## src/rtl/alu_pkg.sv

```systemverilog
// Shared definitions for the iterative ALU.
//   - Opcode encodings presented on the 3-bit op input.
//   - Control FSM state encoding used by iter_alu.
package alu_pkg;

    localparam logic [2:0] OP_ADD  = 3'd0;
    localparam logic [2:0] OP_SUB  = 3'd1;
    localparam logic [2:0] OP_AND  = 3'd2;
    localparam logic [2:0] OP_MULH = 3'd3;
    localparam logic [2:0] OP_MULL = 3'd4;
    localparam logic [2:0] OP_DIV  = 3'd5;
    localparam logic [2:0] OP_REM  = 3'd6;
    localparam logic [2:0] OP_XOR  = 3'd7;

    typedef enum logic [2:0] {
        IDLE = 3'd0,
        MUL  = 3'd1,
        DIV  = 3'd2,
        FIX  = 3'd3,
        DONE = 3'd4
    } state_t;

endpackage

```

## src/rtl/iter_muldiv_core.sv

```systemverilog
// Unsigned magnitude datapath: shift-add multiply or restoring divide,
// WIDTH iterations per operation.
// Ports:
//   clk, reset  rising-edge clock, synchronous active-high reset
//   start       load x/y and begin iterating (ignored mode bits while busy)
//   div_mode    0 = multiply x*y, 1 = divide x/y (captured on start)
//   x, y        unsigned operands (multiplier/multiplicand or dividend/divisor)
//   done        high during the final iteration; results valid the cycle after
//   product     2*WIDTH-bit unsigned product
//   quotient    WIDTH-bit unsigned quotient
//   remainder   WIDTH-bit unsigned remainder
module iter_muldiv_core #(
    parameter int WIDTH = 16,
    parameter int CNT_W = $clog2(WIDTH + 1)
) (
    input  logic                 clk,
    input  logic                 reset,
    input  logic                 start,
    input  logic                 div_mode,
    input  logic [WIDTH-1:0]     x,
    input  logic [WIDTH-1:0]     y,
    output logic                 done,
    output logic [2*WIDTH-1:0]   product,
    output logic [WIDTH-1:0]     quotient,
    output logic [WIDTH-1:0]     remainder
);

    localparam logic [CNT_W-1:0] LAST = CNT_W'(WIDTH - 1);

    // hi/lo form one double-width shift register: product {hi,lo} when
    // multiplying, {remainder,quotient} when dividing.
    logic [WIDTH-1:0] hi, lo, m;
    logic [CNT_W-1:0] cnt;
    logic             busy, mode;

    logic [WIDTH:0]   add_sum, shl, trial;

    always_comb begin
        add_sum = {1'b0, hi} + (lo[0] ? {1'b0, m} : '0);
        shl     = {hi, lo[WIDTH-1]};
        trial   = shl - {1'b0, m};
    end

    always_ff @(posedge clk) begin
        if (reset) begin
            hi   <= '0;
            lo   <= '0;
            m    <= '0;
            cnt  <= '0;
            busy <= 1'b0;
            mode <= 1'b0;
        end else if (start) begin
            hi   <= '0;
            lo   <= x;
            m    <= y;
            cnt  <= '0;
            busy <= 1'b1;
            mode <= div_mode;
        end else if (busy) begin
            if (mode) begin
                // Restoring step: keep the subtraction only when it did not borrow.
                if (!trial[WIDTH]) begin
                    hi <= trial[WIDTH-1:0];
                    lo <= {lo[WIDTH-2:0], 1'b1};
                end else begin
                    hi <= shl[WIDTH-1:0];
                    lo <= {lo[WIDTH-2:0], 1'b0};
                end
            end else begin
                // Add-then-shift-right; the adder carry enters hi's MSB.
                hi <= add_sum[WIDTH:1];
                lo <= {add_sum[0], lo[WIDTH-1:1]};
            end
            if (cnt == LAST) begin
                busy <= 1'b0;
                cnt  <= '0;
            end else begin
                cnt <= cnt + 1'b1;
            end
        end
    end

    assign done      = busy && (cnt == LAST);
    assign product   = {hi, lo};
    assign quotient  = lo;
    assign remainder = hi;

endmodule

```

## src/rtl/iter_alu.sv

```systemverilog
// Handshaked signed ALU with iterative multiply/divide.
// Ports:
//   clk, reset           rising-edge clock, synchronous active-high reset
//   in_valid/in_ready    request handshake; in_ready is high only in IDLE
//   op, a, b             opcode (alu_pkg OP_*) and signed operands
//   out_valid/out_ready  result handshake; res/ovf/div0 held until accepted
//   res                  signed result
//   ovf                  signed overflow (ADD/SUB/MULL, DIV of MIN by -1)
//   div0                 DIV/REM attempted with b == 0
// Handshake: a transfer happens on a rising edge where valid && ready;
// the producer holds its payload stable until then.
module iter_alu
    import alu_pkg::*;
#(
    parameter  int WIDTH = 16,
    localparam int CNT_W = $clog2(WIDTH + 1)
) (
    input  logic             clk,
    input  logic             reset,
    input  logic             in_valid,
    output logic             in_ready,
    input  logic [2:0]       op,
    input  logic [WIDTH-1:0] a,
    input  logic [WIDTH-1:0] b,
    output logic             out_valid,
    input  logic             out_ready,
    output logic [WIDTH-1:0] res,
    output logic             ovf,
    output logic             div0
);

    state_t           state, state_next;
    logic [2:0]       op_r;
    logic             sign_a, sign_b;

    logic             load;
    logic [WIDTH-1:0] res_next;
    logic             ovf_next, div0_next;

    logic             core_start, core_div, core_done;
    logic [2*WIDTH-1:0] product, prod_s;
    logic [WIDTH-1:0] quotient, remainder, quot_s, rem_s;
    logic [WIDTH-1:0] mag_a, mag_b, sum, diff;

    // Magnitudes are unsigned, so |MIN| = 2^(WIDTH-1) is representable.
    assign mag_a = a[WIDTH-1] ? (~a + 1'b1) : a;
    assign mag_b = b[WIDTH-1] ? (~b + 1'b1) : b;
    assign sum   = a + b;
    assign diff  = a - b;

    assign prod_s = (sign_a ^ sign_b) ? (~product + 1'b1) : product;
    assign quot_s = (sign_a ^ sign_b) ? (~quotient + 1'b1) : quotient;
    assign rem_s  = sign_a ? (~remainder + 1'b1) : remainder;

    iter_muldiv_core #(
        .WIDTH (WIDTH),
        .CNT_W (CNT_W)
    ) u_core (
        .clk       (clk),
        .reset     (reset),
        .start     (core_start),
        .div_mode  (core_div),
        .x         (mag_a),
        .y         (mag_b),
        .done      (core_done),
        .product   (product),
        .quotient  (quotient),
        .remainder (remainder)
    );

    always_comb begin
        state_next = state;
        load       = 1'b0;
        res_next   = '0;
        ovf_next   = 1'b0;
        div0_next  = 1'b0;
        core_start = 1'b0;
        core_div   = 1'b0;
        case (state)
            IDLE: begin
                if (in_valid) begin
                    // Every accept rewrites res and clears flags.
                    load = 1'b1;
                    case (op)
                        OP_ADD: begin
                            res_next   = sum;
                            ovf_next   = (a[WIDTH-1] == b[WIDTH-1]) && (sum[WIDTH-1] != a[WIDTH-1]);
                            state_next = DONE;
                        end
                        OP_SUB: begin
                            res_next   = diff;
                            ovf_next   = (a[WIDTH-1] != b[WIDTH-1]) && (diff[WIDTH-1] != a[WIDTH-1]);
                            state_next = DONE;
                        end
                        OP_AND: begin
                            res_next   = a & b;
                            state_next = DONE;
                        end
                        OP_XOR: begin
                            res_next   = a ^ b;
                            state_next = DONE;
                        end
                        OP_MULH, OP_MULL: begin
                            core_start = 1'b1;
                            state_next = MUL;
                        end
                        default: begin
                            if (b == '0) begin
                                res_next   = (op == OP_DIV) ? '1 : a;
                                div0_next  = 1'b1;
                                state_next = DONE;
                            end else begin
                                core_start = 1'b1;
                                core_div   = 1'b1;
                                state_next = DIV;
                            end
                        end
                    endcase
                end
            end
            MUL, DIV: begin
                if (core_done) state_next = FIX;
            end
            FIX: begin
                load       = 1'b1;
                state_next = DONE;
                case (op_r)
                    OP_MULH: res_next = prod_s[2*WIDTH-1:WIDTH];
                    OP_MULL: begin
                        res_next = prod_s[WIDTH-1:0];
                        ovf_next = prod_s[2*WIDTH-1:WIDTH] != {WIDTH{prod_s[WIDTH-1]}};
                    end
                    OP_DIV: begin
                        res_next = quot_s;
                        // Only MIN / -1 yields a positive quotient with the MSB set.
                        ovf_next = !(sign_a ^ sign_b) && quotient[WIDTH-1];
                    end
                    default: res_next = rem_s;
                endcase
            end
            DONE: begin
                if (out_ready) state_next = IDLE;
            end
            default: state_next = IDLE;
        endcase
    end

    always_ff @(posedge clk) begin
        if (reset) begin
            state  <= IDLE;
            op_r   <= OP_ADD;
            sign_a <= 1'b0;
            sign_b <= 1'b0;
            res    <= '0;
            ovf    <= 1'b0;
            div0   <= 1'b0;
        end else begin
            state <= state_next;
            if (state == IDLE && in_valid) begin
                op_r   <= op;
                sign_a <= a[WIDTH-1];
                sign_b <= b[WIDTH-1];
            end
            if (load) begin
                res  <= res_next;
                ovf  <= ovf_next;
                div0 <= div0_next;
            end
        end
    end

    assign in_ready  = (state == IDLE);
    assign out_valid = (state == DONE);

endmodule

```

## config.mk

```make
export PLATFORM = sky130hd
export DESIGN_NAME = iter_alu
export DESIGN_NICKNAME = d
export VERILOG_FILES = /design/src/rtl/alu_pkg.sv /design/src/rtl/iter_muldiv_core.sv /design/src/rtl/iter_alu.sv
export SDC_FILE = /design/constraint.sdc
export NUM_CORES = 1
export LEC_CHECK = 0
export BUFFER_PORTS_ARGS = -buffer_cell sky130_fd_sc_hd__buf_2
export CORE_ASPECT_RATIO = 1.4
export CORE_MARGIN = 1.5
export CORE_UTILIZATION = 57
export CTS_CLUSTER_DIAMETER = 80
export DETAILED_ROUTE_END_ITERATION = 7
export GPL_ROUTABILITY_DRIVEN = 0
export GPL_TIMING_DRIVEN = 1
export PLACE_DENSITY_LB_ADDON = 0.2
export RECOVER_POWER = 25
export SYNTH_ARGS = -nofsm -noshare
export SYNTH_HDL_FRONTEND = slang
export SYNTH_SLANG_ARGS = --single-unit
```

## constraint.sdc

```tcl
create_clock -name clk -period 3.45 [get_ports clk]
set_input_delay 0.5175 -clock clk [delete_from_list [all_inputs] [get_ports clk]]
set_output_delay 0.5175 -clock clk [all_outputs]
set_load 0.1 [all_outputs]
```

# Word-level counts from Yosys, hierarchy flattened
# Index checks and enable logic that the tools add are counted.
# classes
addsub	10
n_eq_ne	22
muxes	45
bitwise_logic	8
n_reduce_logical	16
# op_table
op	n
16-bit two-way mux	13
16-bit case mux with 5 select lines	1
16-bit by 1-bit adder with 16-bit output, second input constant	4
16-bit NOT	4
16-bit case mux with 3 select lines	1
32-bit by 1-bit adder with 32-bit output, second input constant	1
32-bit two-way mux	1
32-bit NOT	1
16-bit case mux with 2 select lines	1
3-bit == test, second input constant	6
16-bit by 17-bit adder with 17-bit output	1
17-bit by 16-bit subtractor with 17-bit output	1
16-bit adder	1
16-bit AND	1
16-bit logical NOT	1
1-bit two-way mux	16
16-bit inequality test	1
16-bit subtractor	1
16-bit XOR	1
3-bit by 2-bit == test with 1-bit output, second input constant	5
3-bit two-way mux	4
3-bit case mux with 4 select lines	1
1-bit case mux with 2 select lines	5
3-bit by 1-bit == test with 1-bit output, second input constant	2
other kinds (17)	27
# word_totals
ff_bits	81
in_bits	39
out_inout_bits	20
elab_cells	114

# Logic depth before layout (Yosys ltp)
# Gate-level depths: netlist of run 1.
# logic_depth
word_depth	6
ltp_mapped	14
ltp_nobuf	13

# Hierarchy
# A second synthesis of run 1 with hierarchy kept.
# hier_totals
cells_unflattened	1432
hier_area_um2	10204.8
# modules_own_cells
mod	n_inst	cells_each	area_per_inst_um2	seq_area_each_um2
iter_alu	1	870	5680.4	520.5
iter_muldiv_core	1	562	4524.3	1101.1

# Worst setup path before layout of run 1
# OpenSTA, ideal clock, no wires.
# synth_path
path_type	register -> register
startpoint	register state[1]
endpoint	register u_core.hi[4], in the netlist u_core.remainder[4]
setup_ns	0.116
arrival_ns	4.277
required_ns	3.334
setup_slack_ns	-0.943
path_stages_with_launch	9
path_buffers	1
synth_period_minus_slack_ns	4.393
path_cell_list	dfxtp_1 -> clkbuf_1 -> nor3_1 -> nand2_1 -> nor3_1 -> nor2_1 -> o211ai_1 -> a31oi_1 -> a31o_2
# synth_between
elab_chain_cells	3
# synth_rtl
item	line	text
start, declared	iter_alu.sv:32	state_t state, state_next;
start signal, assigned	iter_alu.sv:158	state <= state_next;
3-bit logical NOT	--	
via in_ready	iter_alu.sv:21	output logic in_ready,
1-bit two-way mux	iter_alu.sv:79	case (state)
2-bit OR reduction (no line)	--	
end signal, assigned	iter_muldiv_core.sv:63	hi <= trial[WIDTH-1:0];
end signal, assigned	iter_muldiv_core.sv:66	hi <= shl[WIDTH-1:0];
end signal, assigned	iter_muldiv_core.sv:71	hi <= add_sum[WIDTH:1];
end, declared	iter_muldiv_core.sv:32	logic [WIDTH-1:0] hi, lo, m;
# The timed path passes the listed nets, and every way through them passes these cells.
# A chain may end at the register's enable or synchronous reset.

# Final worst setup path of run 1
# layout_path
startpoint	register u_core.hi[1], in the netlist u_core.remainder[1]
endpoint	register ovf
# layout_between
elab_chain_cells	6
# layout_rtl
item	line	text
32-bit NOT	iter_alu.sv:51	assign prod_s = (sign_a ^ sign_b) ? (~product + 1'b1) : product;
32-bit by 1-bit adder with 32-bit output	iter_alu.sv:51	
32-bit two-way mux (*)	iter_alu.sv:51	
16-bit inequality test (*)	iter_alu.sv:131	ovf_next = prod_s[2*WIDTH-1:WIDTH] != {WIDTH{prod_s[WIDTH-1]}};
1-bit case mux with 2 select lines (*)	iter_alu.sv:127	case (op_r)
1-bit case mux with 2 select lines (*)	iter_alu.sv:79	
end signal, assigned	iter_alu.sv:166	ovf <= ovf_next;
end, declared	iter_alu.sv:28	output logic ovf,
# Every way passes the cells marked *; elsewhere a longest branch is shown, timed or not.

==> run summary, run 1 <==
======================================================================================================
Number of input and output port buffers inserted                                                    58
Sequential area share after synthesis                                                            17.5%
Setup slack after layout                                                                        239 ps
Area share of xor/xnor cells in the synthesized design                                           10.1%
Clock tree sinks                                                                                    81
Post-route total power                                                                         5.94 mW
Number of buffers on the longest clock path                                                          2
Fraction of synthesized area in multiplexers                                                     2.60%
Flops & latches, synth                                                                              81
Length of the first detailed-routing pass in iterations                                              5
Vias in the first global route                                                                    9664
Final core utilization                                                                           64.8%
Post-Synth Adder-Cell Area                                                                       10.2%
Initial Util                                                                                     58.7%
Clock transition at the register clock pins on the worst setup and hold paths after CTS          60 ps
Max FO, Critical Path                                                                                4
Maximum number of pins on one net before global-route repair                                        64
F_max                                                                                          311 MHz
Drt drc                                                                                              0
Latest clock arrival within the worst-skew pair                                                 350 ps
Total setup violations reported at the end of the flow                                               0
Core footprint                                                                              0.0157 mm2
Average cell area after synthesis                                                             7.15 um2
Required time at the worst-slack endpoint                                                      3690 ps
Status                                                                                    finished, final reports clean
Die height                                                                                      154 um
Iteration-0 DRC count of the detailed router                                                       666
Die ar.                                                                                     0.0170 mm2
Final worst path period share                                                                    93.1%
Combinational family with the most area after synthesis                                   compound AO/OA/AOI/OAI gates
Slew @ Worst Pin                                                                               1250 ps
Compound-Gate Fraction of Synth Area                                                             29.5%
Worst voltage drop across the vdd grid                                                      0.000407 V
Static power due to leakage                                                                    4.07 nW
Total congestion overflow after global routing                                                       0
Area added between synthesis and finish                                                          10.4%
Ratio of cells with drive above 1 in the final layout                                            10.5%
Routed length per instance                                                                     19.6 um
First-pass GRT wire length                                                                    48700 um
Cell area after synthesis                                                                  0.00924 mm2
YS warnings                                                                                          0
Max-cap check violation count                                                                        0
Placed cell count                                                                                 1520
Die boundary width                                                                              111 um
Post-Layout Cell Count                                                                            1538
Path type of the worst setup path                                                         register to register
Count of nets left with antenna violations after detail routing                                      0
CP Capture Type                                                                               register
Ys async rst share                                                                                  0%
Final hold violation count                                                                           0
Most used flip-flop cell after synthesis                                                       dfxtp_1
Mapped Nets                                                                                       1404
Final count of pins violating max slew                                                               0
Kind of launch point of the worst setup path                                                  register
Type of the worst min-delay path                                                          register to register
EDFF count, synth                                                                                    0
TritonCTS clock tree                                                                               yes
Via density per instance                                                                          6.50
Via count                                                                                         9991
Worst setup slack after placement                                                               165 ps
Number of nets in the layout                                                                      1449
Max transition margin                                                                            16.9%
Fill cell total of the finished layout                                                            1497
Number of rows in the core area                                                                     54
Worst Skew                                                                                     7.40 ps
H-tree levels                                                                                        3
HPWL after detailed placement                                                                 23300 um
Worst path arrival time                                                                        3450 ps
CTS hold repair buffers                                                                              0
Number of CTS-inserted buffers                                                                       9
Total wire length                                                                             30100 um
Total I/O pin count                                                                                 59
Simple logic cell fraction of the synthesized area                                               23.3%
Root Buffer                                                                                  clkbuf_16
Total global routing track utilization                                                           35.2%
RSZ-0062 raised after global routing                                                                no
ANT cells                                                                                            0
Fin Setup TNS                                                                                     0 ps
Antenna violations before repair                                                                     0
Flop2flop setup slack                                                                           240 ps
Power density relative to cell area                                                         583 mW/mm2
Clock period minus final worst setup slack                                                     3210 ps
Cells after synthesis                                                                             1292
Synth cell types                                                                                    82
======================================================================================================
repair_timing:
item / in CTS / in global routing
setup endpoints to repair: 0 / 1
endpoints found under the hold margin: 0 / 0
gates resized for setup: 0 / 1
setup buffers: 0 / 2
synth_stat cells, types with 10 or more instances:
cell type  number  area (um2)
a211oi_1       58         435
mux2i_1        24         240
nand2b_1       21         131
nor2_1        139         522
xnor2_1        52         455
or2_2          10        62.6
o22ai_1        11        68.8
ha_1           69         863
o21ai_0        97         485
dfxtp_1        81        1620
xor2_1         55         482
a21o_1         12        90.1
nor2b_1        11        68.8
nand2_1       124         465
a21oi_1        93         465
nand3_1        21         105
a31oi_1        21         131
or3_1          17         106
inv_1          62         233
nor4_1         10        62.6
nor3_1         40         200
o221ai_1       10        87.6
clkbuf_1       67         251
o31ai_1        23         173
kinds of logic after synthesis:
family	count (synthesis)
DFF	81
AOI/OAI and AO/OA	415
muxes	24
buffers and inverters	148
adders and majority gates	73
and+or+nand+nor	444
xor gates and xnor gates	107
worst max-delay path, cell delays in order (launching register included):
cell and delay [ps]:
dfxtp_1 310, inv_1 80, ha_1 210, or4b_1 530, or4_1 470, o31ai_1 250, xor2_1 140, or4bb_1 520
o22ai_1 150, a31oi_1 130, a211o_1 300
final timing paths:
path / startpoint / to / depth (start not counted)
max: u_core.remainder[1] / ovf / 10
min: op_r[0] / op_r[0] / 2
max reg2reg: u_core.remainder[1] / ovf / 10
min reg2reg: op_r[0] / op_r[0] / 2
power breakdown:
part           switching (mW)  total, mW  leakage [nW]  internal, mW
combinational            2.24       3.57          3.25          1.34
sequential              0.208       1.29         0.662          1.08
clock                   0.440       1.08         0.158         0.644
placed cells by master, fill, tap and decap left out, types with 10 or more instances in the layout:
| cell type | synthesis | final |
|---|---|---|
| nor3_1 | 40 | 39 |
| a21oi_1 | 93 | 93 |
| nor2b_1 | 11 | 11 |
| xor2_1 | 55 | 55 |
| mux2i_1 | 24 | 24 |
| nand2_1 | 124 | 124 |
| clkbuf_1 | 67 | 20 |
| o31ai_1 | 23 | 23 |
| xnor2_1 | 52 | 52 |
| o221ai_1 | 10 | 10 |
| nand2b_1 | 21 | 21 |
| inv_1 | 62 | 62 |
| o21ai_0 | 97 | 97 |
| or2_2 | 10 | 10 |
| a21o_1 | 12 | 12 |
| ha_1 | 69 | 69 |
| dfxtp_1 | 81 | 80 |
| nand3_1 | 21 | 21 |
| o22ai_1 | 11 | 11 |
| buf_2 | 3 | 39 |
| nor4_1 | 10 | 10 |
| or3_1 | 17 | 17 |
| buf_4 | 4 | 56 |
| a31oi_1 | 21 | 21 |
| nor2_1 | 139 | 139 |
| a211oi_1 | 58 | 58 |
metal layers:
| metal | track usage (%) | part of all wire (%) |
|---|---|---|
| met1 | 40.2 | 39 |
| met2 | 62.9 | 50 |
| met3 | 3.90 | 5.5 |
| met4 | 20.9 | 6.2 |
| met5 | 0 | 0 |
through the flow:
step	cell area (um2)	hold slack, ps
after floorplan	9250	432
after global placement	9890	467
after detailed placement	9890	472
after CTS	10200	480
after global routing	10200	501
final	10200	484
sequential cells by signal, summed over array words and instances, names as in the netlist, 3 cells and up:
signal,cells
u_core.m,16
state,3
op_r,3
u_core.remainder,16
res,16
u_core.quotient,16
u_core.cnt,5
layout make-up:
cell class	instances	area, um2	share of cell area, %
clock buffers	9	225	2.21
repair buffers	118	751	7.36
clock inverters	7	101	0.993
inverters	64	240	2.35
multi-input cells	1063	7020	68.8
flip-flops and latches	81	1620	15.9
well taps	196	245	2.40
No activity file was read; power rests on OpenSTA's default activity.
==> inputs of run 2 (changes only) <==
--- a/config.mk
+++ b/config.mk
@@ -6,9 +6,11 @@
 export NUM_CORES = 1
 export LEC_CHECK = 0
 export BUFFER_PORTS_ARGS = -buffer_cell sky130_fd_sc_hd__buf_2
+export CELL_PAD_IN_SITES_DETAIL_PLACEMENT = 2
+export CELL_PAD_IN_SITES_GLOBAL_PLACEMENT = 2
 export CORE_ASPECT_RATIO = 1.4
 export CORE_MARGIN = 1.5
-export CORE_UTILIZATION = 57
+export CORE_UTILIZATION = 33
 export CTS_CLUSTER_DIAMETER = 80
 export DETAILED_ROUTE_END_ITERATION = 7
 export GPL_ROUTABILITY_DRIVEN = 0
==> run 2 against run 1 <==
  * Final area grew 4.4%
  * Sequential cell count is the same
  * Combinational power grew 11%
  * Worst hold slack gained 4.9 ps
  * Global-route usage shrank 7.0 points
  * Setup slack lost 68 ps
  * Count of clock-buffer cells in the layout is the same
  * Clock power shrank 9%
  * Power grew 5.0%
  * Via count grew 1.4%
  * First-iteration DRC count shrank 59%
  * Clock skew grew 5.7 ps
==> run summary, run 2 (synthesis gave the netlist of run 1 again) <==
======================================================================================================
Status                                                                                    finished, final reports clean
Total I/O pin count                                                                                 59   unchanged
Initial Util                                                                                     33.5%   -25 points
Worst Skew                                                                                     13.1 ps   +5.70 ps
H-tree levels                                                                                        3   unchanged
ANT cells                                                                                            0   unchanged
Cell Chain, Critical Path                                                                 or4_4 -> nand4bb_1 -> o41ai_4 -> xor2_2 -> nand2b_4 -> or4_1 -> o22ai_1 -> a31oi_1 -> a211o_1
Drt drc                                                                                              0   unchanged
Die height                                                                                      201 um   +31%
F_max                                                                                          305 MHz   -2.1%
Max transition margin                                                                            19.9%   +3.0 points
Die ar.                                                                                     0.0290 mm2   +71%
Family of cells with the greatest summed delay on the critical path                       simple AND/OR/NAND/NOR gates
CP Capture Type                                                                               register
Area added between synthesis and finish                                                          15.2%
Worst path buffer plus inverter count                                                                0   -1
HPWL after detailed placement                                                                 32300 um   +39%
Slew @ Worst Pin                                                                               1210 ps   -45.5 ps
Root Buffer                                                                                  clkbuf_16
Worst path arrival time                                                                        3540 ps   +90 ps
Commonest non-fill, non-tap cell in the layout                                                  nor2_1
Antenna violations before repair                                                                     0   unchanged
Total congestion overflow after global routing                                                       0   unchanged
Fill cell total of the finished layout                                                            3412   +130%
Post-route total power                                                                         6.24 mW   +5.0%
Worst voltage drop across the vdd grid                                                      0.000293 V   -28%
Maximum number of pins on one net before global-route repair                                        39   -39%
Static power due to leakage                                                                    4.19 nW   +3.0%
Total wire length                                                                             39500 um   +31%
Total setup violations reported at the end of the flow                                               0   unchanged
Final hold violation count                                                                           0   unchanged
Largest stage delay, worst path                                                                 600 ps   +70 ps
Vias in the first global route                                                                   11100   +15%
Count of nets left with antenna violations after detail routing                                      0   unchanged
Number of CTS-inserted buffers                                                                       9   unchanged
Via count                                                                                        10100   +1.4%
Length of the first detailed-routing pass in iterations                                              5   unchanged
Number of rows in the core area                                                                     72   +33%
Total global routing track utilization                                                           28.2%   -7.0 points
Max FO, Critical Path                                                                                4   unchanged
Clock period minus final worst setup slack                                                     3280 ps   +67.7 ps
Clock transition at the register clock pins on the worst setup and hold paths after CTS          70 ps   about the same
Routed length per instance                                                                     22.7 um   +16%
TritonCTS clock tree                                                                               yes
Power density relative to cell area                                                         586 mW/mm2   +0.57%
Ratio of cells with drive above 1 in the final layout                                            12.7%   +2.2 points
Clock tree sinks                                                                                    81   unchanged
Via density per instance                                                                          5.82   -10%
Core footprint                                                                              0.0276 mm2   +75%
Max-cap check violation count                                                                        0   unchanged
Die boundary width                                                                              144 um   +31%
Kind of launch point of the worst setup path                                                  register
Number of nets in the layout                                                                      1478   +2.0%
Iteration-0 DRC count of the detailed router                                                       276   -59%
Required time at the worst-slack endpoint                                                      3710 ps   +20 ps
RSZ-0062 raised after global routing                                                                no
Number of buffers on the longest clock path                                                          2   unchanged
Final worst hold slack                                                                          489 ps   +4.87 ps
Final count of pins violating max slew                                                               0   unchanged
Number of input and output port buffers inserted                                                    58   unchanged
Path type of the worst setup path                                                         register to register
Final core utilization                                                                           38.6%   -26 points
Type of the worst min-delay path                                                          register to register
First-pass GRT wire length                                                                    62700 um   +29%
Latest clock arrival within the worst-skew pair                                                 370 ps   +20 ps
Final worst path period share                                                                    95.0%   +2.0 points
Slowest stage cell, crit path                                                                    or4_4
Commonest non-fill, non-tap cells in the layout                                           nor2_1, nand2_1, o21ai_0
======================================================================================================
==> run 2: layer usage <==
layer | up-vias | track usage (%) | share of wire [%]
met5 | - | 0 | 0
li1 | 4825 | - | -
met4 | 0 | 10.6 | 3.3
met2 | 159 | 54.9 | 56
met1 | 5090 | 30.6 | 39
met3 | 59 | 2.29 | 1.9
==> run 2: where the power goes <==
| part | total [mW] | internal (mW) | switching, mW |
|---|---|---|---|
| logic | 3.98 | 1.49 | 2.49 |
| clock network | 0.986 | 0.501 | 0.485 |
| registers | 1.27 | 1.08 | 0.197 |
| total | 6.24 | 3.07 | 3.17 |
==> run 2: worst min-delay path: stages, from the launching register on <==
cell,delay [ps]
dfxtp_1,330
nand2_1,60
a21oi_1,50
==> run 2: per-stage QoR <==
stage / TNS [ps] / instance area [um2] / setup slack [ps] / std cells
after floorplan: 0 / 9250 / 82.2 / 1292
after global placement: -61.6 / 10400 / -61.6 / 1725
after detailed placement: -225 / 10400 / -157 / 1725
after CTS: 0 / 10600 / 123 / 1741
after global routing: 0 / 10600 / 0.555 / 1741
final: 0 / 10600 / 172 / 1741
==> run 2: area by class of cell <==
class | count | area (um2) | area share (%)
clock buffers | 9 | 225 | 2.11
inverters | 64 | 240 | 2.26
well taps | 370 | 463 | 4.35
clock inverters | 7 | 61.3 | 0.576
flip-flops and latches | 81 | 1620 | 15.2
multi-input cells | 1063 | 7060 | 66.3
repair buffers | 147 | 981 | 9.21
==> run 2: timing repair <==
item	in CTS	in global routing
resized for setup	0	7
hold buffers	0	0
setup endpoints to repair	0	3
buffers inserted	0	0
hold endpoints to repair	0	0
==> run 2: worst paths after layout <==
kind                                     end  cells past startpoint               start  slack (ps)
worst max-delay path                     ovf                      9  u_core.quotient[0]         170
worst max register to register           ovf                      9  u_core.quotient[0]         170
worst min register to register  u_core.m[15]                      2        u_core.m[15]         490
worst min-delay path            u_core.m[15]                      2        u_core.m[15]         490
==> inputs of run 3 (changes only) <==
--- a/config.mk
+++ b/config.mk
@@ -15,7 +15,7 @@
 export DETAILED_ROUTE_END_ITERATION = 7
 export GPL_ROUTABILITY_DRIVEN = 0
 export GPL_TIMING_DRIVEN = 1
-export PLACE_DENSITY_LB_ADDON = 0.2
+export PLACE_DENSITY = 0.83
 export RECOVER_POWER = 25
 export SYNTH_ARGS = -nofsm -noshare
 export SYNTH_HDL_FRONTEND = slang
==> run 3 against run 2 <==
  * First-iteration DRC count is 49% higher
  * Cell count down 0.29%
  * Register-to-register slack worse by 95 ps
  * Core utilization about the same
  * Worst hold slack got worse by 25 ps
  * Final area barely moved
  * Die area unchanged
  * Via count up 4.0%
  * Sequential power is essentially flat
  * Critical endpoint unchanged
==> run summary, run 3 (synthesis gave the netlist of run 1 again) <==
======================================================================================================
H-tree levels                                                                                        3   unchanged
Total wire length                                                                             42300 um   +7.0%
Type of the worst min-delay path                                                          register to register
Length of the first detailed-routing pass in iterations                                              4   -1
Root Buffer                                                                                  clkbuf_16
Total I/O pin count                                                                                 59   unchanged
Fill cell total of the finished layout                                                            3354   -1.7%
HPWL after detailed placement                                                                 32500 um   +0.58%
Static power due to leakage                                                                    4.21 nW   +0.40%
Area added between synthesis and finish                                                          15.2%   about the same
Antenna violations before repair                                                                     0   unchanged
Commonest non-fill, non-tap cells in the layout                                           nor2_1, nand2_1, o21ai_0
Iteration-0 DRC count of the detailed router                                                       410   +49%
Number of nets in the layout                                                                      1473   -0.34%
Path type of the worst setup path                                                         register to register
Routed length per instance                                                                     24.4 um   +7.3%
Clock transition at the register clock pins on the worst setup and hold paths after CTS          70 ps   about the same
Kind of launch point of the worst setup path                                                  register
Worst Skew                                                                                     10.7 ps   -2.43 ps
Total setup violations reported at the end of the flow                                               0   unchanged
CP Capture Type                                                                               register
Total global routing track utilization                                                           29.7%   +1.5 points
First-pass GRT wire length                                                                    66000 um   +5.4%
Commonest non-fill, non-tap cell in the layout                                                  nor2_1
Final count of pins violating max slew                                                               0   unchanged
Clock period minus final worst setup slack                                                     3370 ps   +95.4 ps
Number of CTS-inserted buffers                                                                       9   unchanged
Via count                                                                                        10500   +4.0%
Final cell area excluding filler cells                                                      0.0107 mm2   about the same
Post-route total power                                                                         6.55 mW   +5.1%
Core footprint                                                                              0.0276 mm2   unchanged
Multi-input gate area in the final layout                                                  0.00708 mm2   +0.28%
Via density per instance                                                                          6.07   +4.3%
Maximum number of pins on one net before global-route repair                                        40   +2.6%
Slew @ Worst Pin                                                                               1210 ps   +0.576 ps
ANT cells                                                                                            0   unchanged
Count of nets left with antenna violations after detail routing                                      0   unchanged
Clock tree sinks                                                                                    81   unchanged
Drt drc                                                                                              0   unchanged
Sequential Area                                                                            0.00162 mm2   unchanged
Total congestion overflow after global routing                                                       0   unchanged
Die height                                                                                      201 um   unchanged
Ratio of cells with drive above 1 in the final layout                                            13.0%   +0.27 points
CTS hold repair buffers                                                                              0   unchanged
F_max                                                                                          296 MHz   -2.8%
Number of buffers on the longest clock path                                                          2   unchanged
Die ar.                                                                                     0.0290 mm2   unchanged
Final hold violation count                                                                           0   unchanged
Max FO, Critical Path                                                                                5   +1
Number of input and output port buffers inserted                                                    58   unchanged
TritonCTS clock tree                                                                               yes
Max transition margin                                                                            19.8%   -0.038 points
Die boundary width                                                                              144 um   unchanged
Power density relative to cell area                                                         615 mW/mm2   +5.1%
Vias in the first global route                                                                   11800   +6.4%
Post-DP Area                                                                                0.0103 mm2   -0.68%
Status                                                                                    finished, final reports clean
Max-cap check violation count                                                                        0   unchanged
Final worst hold slack                                                                          463 ps   -25.3 ps
Worst voltage drop across the vdd grid                                                      0.000337 V   +15%
Worst path arrival time                                                                        3650 ps   +110 ps
Required time at the worst-slack endpoint                                                      3720 ps   about the same
Initial Util                                                                                     33.5%   unchanged
Number of rows in the core area                                                                     72   unchanged
Final worst path period share                                                                    97.8%   +2.8 points
Latest clock arrival within the worst-skew pair                                                 390 ps   +20 ps
======================================================================================================
run 3: metrics by stage:
stage	utilization, %	std cells	worst slack [ps]	setup TNS, ps
finish	38.6	1736	76.1	0
global route	38.6	1736	-105	-163
CTS	38.5	1736	59.3	0
detailed placement	37.3	1720	-302	-366
global placement	37.3	1720	-99.0	-99.0
floorplan	-	1292	82.2	0
run 3: worst max-delay path, cell delays in order, from the launching register on:
cell and delay [ps]:
dfxtp_1 370, or4_4 570, nand4bb_1 300, buf_4 240, o31ai_2 340, xnor2_1 210, nor4_1 300, nand4_1 170
o21ai_1 130, buf_4 170, a31oi_1 120, a211o_1 320
run 3: final cells by class:
type                            count  share of cell area [%]
Sequential cell                    81                    15.2
Clock buffer                        9                    2.11
Tap cell                          370                    4.35
Clock inverter                      7                   0.940
Multi-Input combinational cell   1063                    66.4
Timing Repair Buffer              142                    8.67
Inverter                           64                    2.26
run 3: report_power, final:
group | internal [mW] | switching [mW] | leakage (nW)
combinational | 1.47 | 2.69 | 3.38
sequential | 1.08 | 0.197 | 0.662
clock | 0.641 | 0.476 | 0.161
run 3: worst paths after layout:
path	startpoint	to	slack (ps)	cells past startpoint
max	u_core.quotient[1]	ovf	80	11
min	u_core.m[15]	u_core.m[15]	460	2
max reg2reg	u_core.quotient[1]	ovf	80	11
min reg2reg	u_core.m[15]	u_core.m[15]	460	2
run 3: metal layers:
metal | wire (um) | GRT usage (%) | part of all wire, %
met5 | 0 | 0 | 0
met1 | 15500 | 30.0 | 37
met4 | 3310 | 21.5 | 7.8
met3 | 1240 | 4.25 | 2.9
met2 | 22300 | 54.2 | 53
run 3: what timing repair did:
| item | in CTS | in global routing |
|---|---|---|
| setup endpoints to repair | 1 | 10 |
| gates cloned | 0 | 0 |
| pin swaps | 0 | 1 |
| setup buffers | 0 | 0 |
| resized for setup | 2 | 11 |
